## config.mk

```make
export PLATFORM = sky130hd
export DESIGN_NAME = cnt_sched_arb
export DESIGN_NICKNAME = d
export VERILOG_FILES = /design/src/rtl/cnt_sched_arb.sv
export SDC_FILE = /design/constraint.sdc
export NUM_CORES = 1
export LEC_CHECK = 0
export CAP_MARGIN = 15
export CORE_UTILIZATION = 31
export DETAILED_ROUTE_END_ITERATION = 7
export GPL_TIMING_DRIVEN = 0
export SLEW_MARGIN = 15
export SYNTH_ARGS = -nofsm -noshare
export SYNTH_HDL_FRONTEND = slang
export SYNTH_SLANG_ARGS = --single-unit
```

## constraint.sdc

```tcl
create_clock -name clk -period 1.5 [get_ports clk]
set_input_delay 0.45 -clock clk [delete_from_list [all_inputs] [get_ports clk]]
set_output_delay 0.45 -clock clk [all_outputs]
set_load 0.02 [all_outputs]
```

## src/rtl/cnt_sched_arb.sv

```systemverilog
// Round-robin scheduler that lends a shared divide-by-8 counter to one of two requesters
// for a requested number of wrap periods. Define CNT_SCHED_WARMUP_EN for a 2-cycle warm-up.
module cnt_sched_arb #(
  parameter int LEN_W = 4
) (
  input  logic             clk,
  input  logic             resetn,
  input  logic [1:0]       i_req,
  input  logic [LEN_W-1:0] i_len0,
  input  logic [LEN_W-1:0] i_len1,
  input  logic             i_count_end,
  output logic             o_clk_en,
  output logic             o_count_valid,
  output logic [1:0]       o_gnt,
  output logic [1:0]       o_done,
  output logic             o_busy,
  output logic [1:0]       o_dbg_state
);

  typedef enum logic [1:0] {
    IDLE   = 2'd0,
`ifdef CNT_SCHED_WARMUP_EN
    WARMUP = 2'd1,
`endif
    RUN    = 2'd2,
    DONE   = 2'd3
  } state_t;

  state_t           r_state;
  logic             r_ptr;
  logic             r_idx;
  logic [LEN_W-1:0] r_remaining;
  logic             r_clk_en;
  logic             r_count_valid;
  logic [1:0]       r_gnt;
  logic [1:0]       r_done;
  logic             r_busy;
`ifdef CNT_SCHED_WARMUP_EN
  logic             r_warm_cnt;
`endif

  logic             w_win;
  logic [LEN_W-1:0] w_len;
  logic             w_abort;

  // Contention goes to the pointer; a lone requester always wins.
  assign w_win   = (i_req == 2'b11) ? r_ptr : i_req[1];
  assign w_len   = w_win ? i_len1 : i_len0;
  assign w_abort = ~i_req[r_idx];

  always_ff @(posedge clk) begin
    if (!resetn) begin
      r_state       <= IDLE;
      r_ptr         <= 1'b0;
      r_idx         <= 1'b0;
      r_remaining   <= '0;
      r_clk_en      <= 1'b0;
      r_count_valid <= 1'b0;
      r_gnt         <= 2'b00;
      r_done        <= 2'b00;
      r_busy        <= 1'b0;
`ifdef CNT_SCHED_WARMUP_EN
      r_warm_cnt    <= 1'b0;
`endif
    end else begin
      r_done <= 2'b00;
      case (r_state)
        IDLE: begin
          if (|i_req) begin
            r_idx       <= w_win;
            r_gnt       <= w_win ? 2'b10 : 2'b01;
            r_remaining <= w_len;
            r_busy      <= 1'b1;
            if (w_len == '0) begin
              r_state <= DONE;
              r_done  <= w_win ? 2'b10 : 2'b01;
            end else begin
`ifdef CNT_SCHED_WARMUP_EN
              r_state    <= WARMUP;
              r_warm_cnt <= 1'b0;
              r_clk_en   <= 1'b1;
`else
              r_state       <= RUN;
              r_clk_en      <= 1'b1;
              r_count_valid <= 1'b1;
`endif
            end
          end
        end
`ifdef CNT_SCHED_WARMUP_EN
        WARMUP: begin
          if (w_abort) begin
            r_state       <= IDLE;
            r_ptr         <= ~r_idx;
            r_gnt         <= 2'b00;
            r_clk_en      <= 1'b0;
            r_count_valid <= 1'b0;
            r_busy        <= 1'b0;
          end else if (r_warm_cnt) begin
            r_state       <= RUN;
            r_count_valid <= 1'b1;
          end else begin
            r_warm_cnt <= 1'b1;
          end
        end
`endif
        RUN: begin
          // Abort wins over a coincident wrap pulse.
          if (w_abort) begin
            r_state       <= IDLE;
            r_ptr         <= ~r_idx;
            r_gnt         <= 2'b00;
            r_clk_en      <= 1'b0;
            r_count_valid <= 1'b0;
            r_busy        <= 1'b0;
          end else if (i_count_end) begin
            r_remaining <= r_remaining - LEN_W'(1);
            if (r_remaining == LEN_W'(1)) begin
              r_state       <= DONE;
              r_done        <= r_gnt;
              r_clk_en      <= 1'b0;
              r_count_valid <= 1'b0;
            end
          end
        end
        DONE: begin
          r_state <= IDLE;
          r_ptr   <= ~r_idx;
          r_gnt   <= 2'b00;
          r_busy  <= 1'b0;
        end
        default: begin
          r_state <= IDLE;
          r_gnt   <= 2'b00;
          r_busy  <= 1'b0;
        end
      endcase
    end
  end

  assign o_clk_en      = r_clk_en;
  assign o_count_valid = r_count_valid;
  assign o_gnt         = r_gnt;
  assign o_done        = r_done;
  assign o_busy        = r_busy;
  assign o_dbg_state   = r_state;

endmodule

```

==> results.sh, run 1 <==
export IMPL_fin_nets=147
export IMPL_fin_crit_ns=1.464
export IMPL_clkLatencyLatePin_ns=0.29
export IMPL_power_density_nw_per_um2=967.5
export IMPL_cts_buffers=3
export IMPL_syn_inst=98
export IMPL_n_fill_cell=255
export IMPL_r2r_cells=4
export IMPL_syn_nets=113
export IMPL_n_antenna_cell=0
export IMPL_multi_input_area_sq_um=559.3
export IMPL_startpoint="i_len1[2]"
export IMPL_drive_above_1_share_pct=25.19
export IMPL_crit_path_end="o_dbg_state[0]$_SDFFE_PN0P_"
export IMPL_io_pins=22
export IMPL_rrSetupSlack_ns=0.06
export IMPL_path_clk_slew_ns=0.09
export IMPL_hold_viol=0
export IMPL_whs_path_depth=2
export IMPL_cp_required_ns=1.71
export IMPL_ys_warn_count=0
export IMPL_cts_tree="yes"
export IMPL_initial_core_util_pct=32.83
export IMPL_postSynthAreaPerCell_sq_um=8.375
export IMPL_grt_overflow_total=0
export IMPL_rows=18
export IMPL_stdcell_area_sq_um=1225
export IMPL_path_max_fanout=2
export IMPL_power_w=0.001185
export IMPL_htree_num_levels=1
export IMPL_antenna_found_initial=0
export IMPL_cap_violations=0
export IMPL_path_cells="clkdlybuf4s50_1, nor4_2, and3_1, o21ai_1, a221oi_2"
export IMPL_rsz0062_at_grt="no"
export IMPL_seq_area_frac_synth_pct=34.15
export IMPL_synth_cell_types=41
export IMPL_numPortBuffers=21
export IMPL_r2r_end="r_remaining[3]$_SDFFE_PN0P_"
export IMPL_gp_congestion=0.7924
export IMPL_ir_worst_vdd_v=0.0004973
export IMPL_grt_usage_pct=17.95
export IMPL_hold_path_class="reg -> reg"
export IMPL_post_dp_cell_area_sq_um=1069
export IMPL_dr_total_vias=875
export IMPL_finalSetupViolCount=0
export IMPL_critPathMaxStageDelay_ns=0.45
export IMPL_drt_first_pass_iters=4
export IMPL_dp_final_hpwl_microns=1639
export IMPL_ant_nets=0
export IMPL_finalClockSkew_ns=0.005302
export IMPL_final_core_util_pct=49.00
export IMPL_end_kind="flop"
export IMPL_hold_buffers=0
export IMPL_cts_max_path_buffers=2
export IMPL_crit_path_top_delay_cell="clkdlybuf4s50_1"
export IMPL_core_area_sq_um=2500
export IMPL_cts_sinks=14
export IMPL_start_kind="input port"
export IMPL_seqCellArea_sq_um=284.0
export IMPL_vias_per_cell=5.435
export IMPL_grt_max_degree=11
export IMPL_relSlewSlack_pct=74.19
export IMPL_die_w_microns=53.46
export IMPL_grt_pass1_vias=831
export IMPL_syn_to_final_growth_pct=49.24
export IMPL_synth_area_sq_um=820.8
export IMPL_drt_total_wl_microns=2387
export IMPL_ys_seq_elements=14
export IMPL_drt_iter0_drc=15
export IMPL_slew_viol_final=0
export IMPL_status="finished, final reports clean"
export IMPL_die_area_sq_um=2857
export IMPL_critical_path_class="in -> reg"
export IMPL_worstPathArrival_ns=1.67
export IMPL_tightest_slew_ns=0.3822
export IMPL_routedWlPerCell_microns=14.83
export IMPL_max_freq_ghz=0.6829
export IMPL_drc_errors=0
export IMPL_p_leak_nw=0.5264
export IMPL_r2r_start="r_idx$_SDFFE_PN0P_"
export IMPL_period_share_pct=97.62
export IMPL_dieHeight_microns=53.46
export IMPL_root_buffer="clkbuf_4"
export IMPL_grt_pass1_wl_microns=3677
[layer usage]
layer  vias up  global-route usage [%]  wire length, microns
met1       410                   22.09                  1016
met3         5                   2.586                   151
met5         -                       0                     0
met2        28                   31.25                  1189
li1        432                       -                     -
met4         0                   6.140                    30
[worst max-delay path, delay by kind of cell]
kind / cells / cell delay, ns
buf+inv: 1 / 0.45
compound gates: 2 / 0.32
simple gates: 2 / 0.45
[flip-flops by register name (all words and copies together), names as in the netlist]
signal and count:
o_busy 1, r_idx 1, o_count_valid 1, o_dbg_state 2, o_gnt 2, r_ptr 1
o_done 2, r_remaining 4
[Yosys cell counts]
| master | n | share of area (%) |
|---|---|---|
| o21bai_1 | 1 | 0.91 |
| o22ai_2 | 1 | 1.5 |
| o21ba_1 | 1 | 1.2 |
| o22ai_1 | 1 | 0.76 |
| a211oi_2 | 1 | 1.5 |
| nor3_1 | 2 | 1.2 |
| inv_1 | 4 | 1.8 |
| o211ai_1 | 2 | 1.8 |
| a211oi_1 | 1 | 0.91 |
| clkbuf_1 | 2 | 0.91 |
| a21boi_1 | 2 | 1.8 |
| o21ai_0 | 3 | 1.8 |
| nor2_1 | 6 | 2.7 |
| nand2b_1 | 3 | 2.3 |
| buf_4 | 1 | 0.91 |
| a21boi_0 | 3 | 2.7 |
| buf_2 | 2 | 1.2 |
| a22oi_1 | 1 | 0.91 |
| o32ai_1 | 1 | 1.1 |
| a32o_1 | 2 | 2.4 |
| mux2i_2 | 1 | 1.7 |
| and3_1 | 2 | 1.5 |
| nand4bb_1 | 1 | 1.4 |
| o21ai_1 | 3 | 1.8 |
| nand3_1 | 1 | 0.61 |
| nor2b_1 | 3 | 2.3 |
| ha_1 | 2 | 3.0 |
| a32oi_1 | 2 | 2.1 |
| mux2i_1 | 1 | 1.2 |
| and2_1 | 2 | 1.5 |
| nand3b_1 | 3 | 2.7 |
| nor4_1 | 2 | 1.5 |
| a221oi_2 | 1 | 1.8 |
| nand4_1 | 2 | 1.5 |
| inv_2 | 1 | 0.46 |
| nand2_1 | 11 | 5.0 |
| o41ai_1 | 1 | 1.1 |
| o21a_1 | 1 | 0.91 |
| a21oi_1 | 3 | 1.8 |
| dfxtp_1 | 14 | 34 |
| o2111ai_1 | 1 | 1.1 |
[area by class of cell]
cell class | count | share of cell area (%)
clock buffer | 4 | 2.962
timing repair buffer | 29 | 20.74
inverter | 5 | 1.532
multi-input combinational | 74 | 45.66
buffer | 5 | 2.860
sequential | 14 | 23.19
tap | 30 | 3.064
[worst min path at each step]
stage                     slack (ns)                  start               endpoint
after floorplan                 0.44     r_ptr$_SDFFE_PN0P_     r_ptr$_SDFFE_PN0P_
after global placement          0.46     r_ptr$_SDFFE_PN0P_     r_ptr$_SDFFE_PN0P_
after detailed placement        0.47     r_ptr$_SDFFE_PN0P_     r_ptr$_SDFFE_PN0P_
after CTS                       0.48     r_ptr$_SDFFE_PN0P_     r_ptr$_SDFFE_PN0P_
after global routing            0.51     r_ptr$_SDFFE_PN0P_     r_ptr$_SDFFE_PN0P_
final                           0.48  o_gnt[1]$_SDFFE_PN0P_  o_gnt[1]$_SDFFE_PN0P_
[metrics by stage]
step / worst slack (ns) / cells / hold WS [ns] / TNS [ns]
after floorplan: 0.09183 / 98 / 0.4394 / 0
after global placement: -0.5889 / 149 / 0.4603 / -6.229
after detailed placement: -0.6441 / 149 / 0.4665 / -6.650
after CTS: 0.002015 / 158 / 0.4787 / 0
after global routing: 0.001595 / 161 / 0.5066 / 0
final: 0.03566 / 161 / 0.4820 / 0
[where the power goes]
| group | leakage, nW | total (W) | switching (W) | internal (W) |
|---|---|---|---|---|
| sequential | 0.116 | 0.000465 | 0.0000451 | 0.000419 |
| clock | 0.0210 | 0.000280 | 0.000132 | 0.000148 |
| combinational | 0.389 | 0.000441 | 0.000238 | 0.000203 |
| total | 0.526 | 0.00119 | 0.000415 | 0.000771 |
[layout by cell type, fill, tap and decap left out, drive strengths merged, types with 3 or more instances in the layout]
cell type / Yosys / routed
dfxtp: 14 / 14
dlygate4sd2: 0 / 12
nand2: 11 / 11
clkbuf: 2 / 10
buf: 3 / 9
nor2: 6 / 6
o21ai: 6 / 6
inv: 5 / 5
a21boi: 5 / 5
nor2b: 3 / 3
nand3b: 3 / 3
a21oi: 3 / 3
clkdlybuf4s50: 0 / 3
dlymetal6s2s: 0 / 3
nand2b: 3 / 3
[cell families after synthesis]
| logic type | Yosys count | share of synthesized area, % |
|---|---|---|
| AOI/OAI and AO/OA | 32 | 30.18 |
| adders and majority gates | 2 | 3.048 |
| buffers and inverters | 10 | 5.335 |
| DFF | 14 | 34.15 |
| muxes | 2 | 2.896 |
| and+or+nand+nor | 38 | 24.39 |
[timing repair]
action	4_1_cts	5_1_grt
pin swaps	6	4
endpoints found under the hold margin	0	0
resized for setup	30	13
buffers inserted	5	3
endpoints found under the setup margin	22	10
(Power assumes the default switching activity.)
==> inputs of run 2 (changes only) <==
--- a/config.mk
+++ b/config.mk
@@ -9,6 +9,7 @@
 export CORE_UTILIZATION = 31
 export DETAILED_ROUTE_END_ITERATION = 7
 export GPL_TIMING_DRIVEN = 0
+export SETUP_SLACK_MARGIN = 0.2
 export SLEW_MARGIN = 15
 export SYNTH_ARGS = -nofsm -noshare
 export SYNTH_HDL_FRONTEND = slang
==> run 2 against run 1 <==
Power grew 6.9%. Clock skew grew 0.0083 ns. Hold slack lost 0.011 ns. Final area is 5.3% higher.
==> results.sh, run 2 (synthesis gave the netlist of run 1 again) <==
export IMPL_status="finished, final reports clean"
export IMPL_power_frac_clock_pct=22.7
export IMPL_drive_above_1_share_pct=42.75
export IMPL_io_pins=22
export IMPL_dp_cells=149
export IMPL_grt_usage_pct=19.06
export IMPL_fin_crit_ns=1.316
export IMPL_root_buffer="clkbuf_4"
export IMPL_internal_power_w=0.0008190
export IMPL_path_buf_inv=2
export IMPL_drt_total_wl_microns=2426
export IMPL_holdCritStartpoint="o_gnt[1]$_SDFFE_PN0P_"
export IMPL_grt_pass1_vias=837
export IMPL_r2r_end="r_remaining[3]$_SDFFE_PN0P_"
export IMPL_final_core_util_pct=51.60
export IMPL_post_dp_cell_area_sq_um=1109
export IMPL_n_antenna_cell=0
export IMPL_syn_to_final_growth_pct=57.17
export IMPL_layout_common_cells="11 x nand2_1, 11 x buf_4, 7 x dfxtp_1"
export IMPL_period_share_pct=87.73
export IMPL_cts_tree="yes"
export IMPL_dr_total_vias=882
export IMPL_grt_max_degree=11
export IMPL_slew_viol_final=0
export IMPL_die_w_microns=53.46
export IMPL_power_density_nw_per_um2=981.9
export IMPL_cp_common_cell="buf_6"
export IMPL_p_leak_nw=0.5151
export IMPL_cp_required_ns=1.05
export IMPL_rsz0062_at_grt="yes"
export IMPL_layoutNonFillerInstCount=161
export IMPL_drt_first_pass_iters=4
export IMPL_min_to="o_gnt[1]$_SDFFE_PN0P_"
export IMPL_grt_pass1_wl_microns=3836
export IMPL_ir_worst_vdd_v=0.0005570
export IMPL_pwr_share_comb_pct=40.2
export IMPL_dp_final_hpwl_microns=1615
export IMPL_fin_nets=147
export IMPL_routedWlPerCell_microns=15.07
export IMPL_grt_met3_usage_pct=3.448
export IMPL_seqCellArea_sq_um=294.0
export IMPL_htree_num_levels=1
export IMPL_path_clk_slew_ns=0.10
export IMPL_antenna_found_initial=0
export IMPL_met2_usage_pct=30.21
export IMPL_crit_path_top_delay_cell="dfxtp_2"
export IMPL_largest_reg_flops=4
export IMPL_clkLatencyLatePin_ns=0.30
export IMPL_switching_share_pct=35.34
export IMPL_hold_viol=0
export IMPL_grt_overflow_total=0
export IMPL_end_kind="output pin"
export IMPL_multi_input_area_sq_um=624.3
export IMPL_path_cells="buf_6, buf_6"
export IMPL_drt_iter0_drc=6
export IMPL_die_area_sq_um=2857
export IMPL_max_freq_ghz=0.7599
export IMPL_relSlewSlack_pct=67.96
export IMPL_dieHeight_microns=53.46
export IMPL_stdcell_area_sq_um=1290
export IMPL_finalClockSkew_ns=0.01355
export IMPL_n_fill_cell=249
export IMPL_power_switching_w=0.0004476
export IMPL_critical_path_class="reg -> out"
export IMPL_drc_errors=0
export IMPL_rows=18
export IMPL_start_kind="flop"
export IMPL_whs_path_depth=2
export IMPL_r2r_cells=4
export IMPL_cp_depth=2
export IMPL_finalSetupViolCount=0
export IMPL_tightest_slew_ns=0.4744
export IMPL_cap_violations=0
export IMPL_initial_core_util_pct=32.83
export IMPL_cp_top_family="flip-flops"
export IMPL_regMostFlops="r_remaining"
export IMPL_core_area_sq_um=2500
export IMPL_cts_max_path_buffers=2
export IMPL_vias_per_cell=5.478
export IMPL_seq_power_share_pct=37.1
export IMPL_ant_nets=0
export IMPL_hold_path_class="reg -> reg"
export IMPL_worstPathArrival_ns=0.87
export IMPL_grt_met1_usage_pct=24.91
export IMPL_gp_congestion=0.8356
export IMPL_path_max_fanout=3
export IMPL_cts_sinks=14
export IMPL_numPortBuffers=21
export IMPL_r2r_start="r_idx$_SDFFE_PN0P_"
export IMPL_cts_buffers=3
export IMPL_critPathMaxStageDelay_ns=0.34
export IMPL_hold_buffers=0
export IMPL_rrSetupSlack_ns=0.19
export IMPL_top_usage_layer="met2"
## run 2: cell types whose count changed in the layout (fill, tap and decap cells not counted), moves of 2 or more
cell | previous run | this run
nand2b_4 | 0 | 2
dfxtp_2 | 0 | 5
and2_1 | 2 | 0
dlymetal6s2s_1 | 3 | 0
buf_4 | 9 | 11
buf_2 | 0 | 6
clkdlybuf4s50_1 | 3 | 0
buf_6 | 0 | 4
dfxtp_1 | 13 | 7
clkdlybuf4s15_1 | 0 | 4
clkbuf_2 | 3 | 1
clkbuf_4 | 6 | 4
dlygate4sd2_1 | 12 | 5
## run 2: timing repair
item / in CTS / in global routing
setup endpoints to repair: 23 / 13
buffers inserted: 6 / 2
gates resized for setup: 74 / 24
pin swaps: 8 / 11
hold endpoints to repair: 0 / 0
## run 2: metrics by stage
step | setup WS, ns | total power (W) | TNS [ns] | hold WS [ns]
finish | 0.1840 | 0.001267 | 0 | 0.4706
global route | 0.1321 | 0.001343 | 0 | 0.5074
CTS | 0.1501 | 0.001199 | 0 | 0.4801
detailed placement | -0.6024 | 0.0008856 | -6.438 | 0.4695
global placement | -0.5836 | 0.0008830 | -6.293 | 0.4682
floorplan | 0.2043 | 0.0007314 | 0 | 0.4394
## run 2: power by group through the flow
stage / Sequential (W) / Clock (W) / Combinational, W
2_1_floorplan: 0.000489 / 0 / 0.000243
3_3_place_gp: 0.000470 / 0 / 0.000413
3_5_place_dp: 0.000472 / 0 / 0.000414
4_1_cts: 0.000461 / 0.000291 / 0.000448
5_1_grt: 0.000477 / 0.000313 / 0.000553
6_report: 0.000470 / 0.000287 / 0.000509
## run 2: area by class of cell
type,count,share of cell area [%]
Multi-Input combinational cell,74,48.40
Inverter,5,1.455
Clock buffer,4,2.813
Buffer,5,4.268
Tap cell,30,2.910
Timing Repair Buffer,29,17.36
Sequential cell,14,22.79
## run 2: layer usage
layer	vias to the layer above	share of wire (%)
met5	-	0
met1	425	46
met4	0	1.6
met2	22	49
met3	5	3.3
li1	430	-
## run 2: how the worst max path moves through the flow
| stage | from | endpoint |
|---|---|---|
| after floorplan | o_dbg_state[0]$_SDFFE_PN0P_ | r_remaining[3]$_SDFFE_PN0P_ |
| after global placement | i_req[0] | r_remaining[2]$_SDFFE_PN0P_ |
| after detailed placement | i_req[0] | r_remaining[3]$_SDFFE_PN0P_ |
| after CTS | o_count_valid$_SDFFE_PN0P_ | o_count_valid |
| after global routing | r_idx$_SDFFE_PN0P_ | r_remaining[2]$_SDFFE_PN0P_ |
| final | o_count_valid$_SDFFE_PN0P_ | o_count_valid |
## run 2: worst reg2reg max path, cell delays in order, from the launching register on
cell,delay [ns]
dfxtp_4,0.37
mux2i_4,0.32
o22ai_4,0.16
and2_4,0.19
a32o_1,0.20
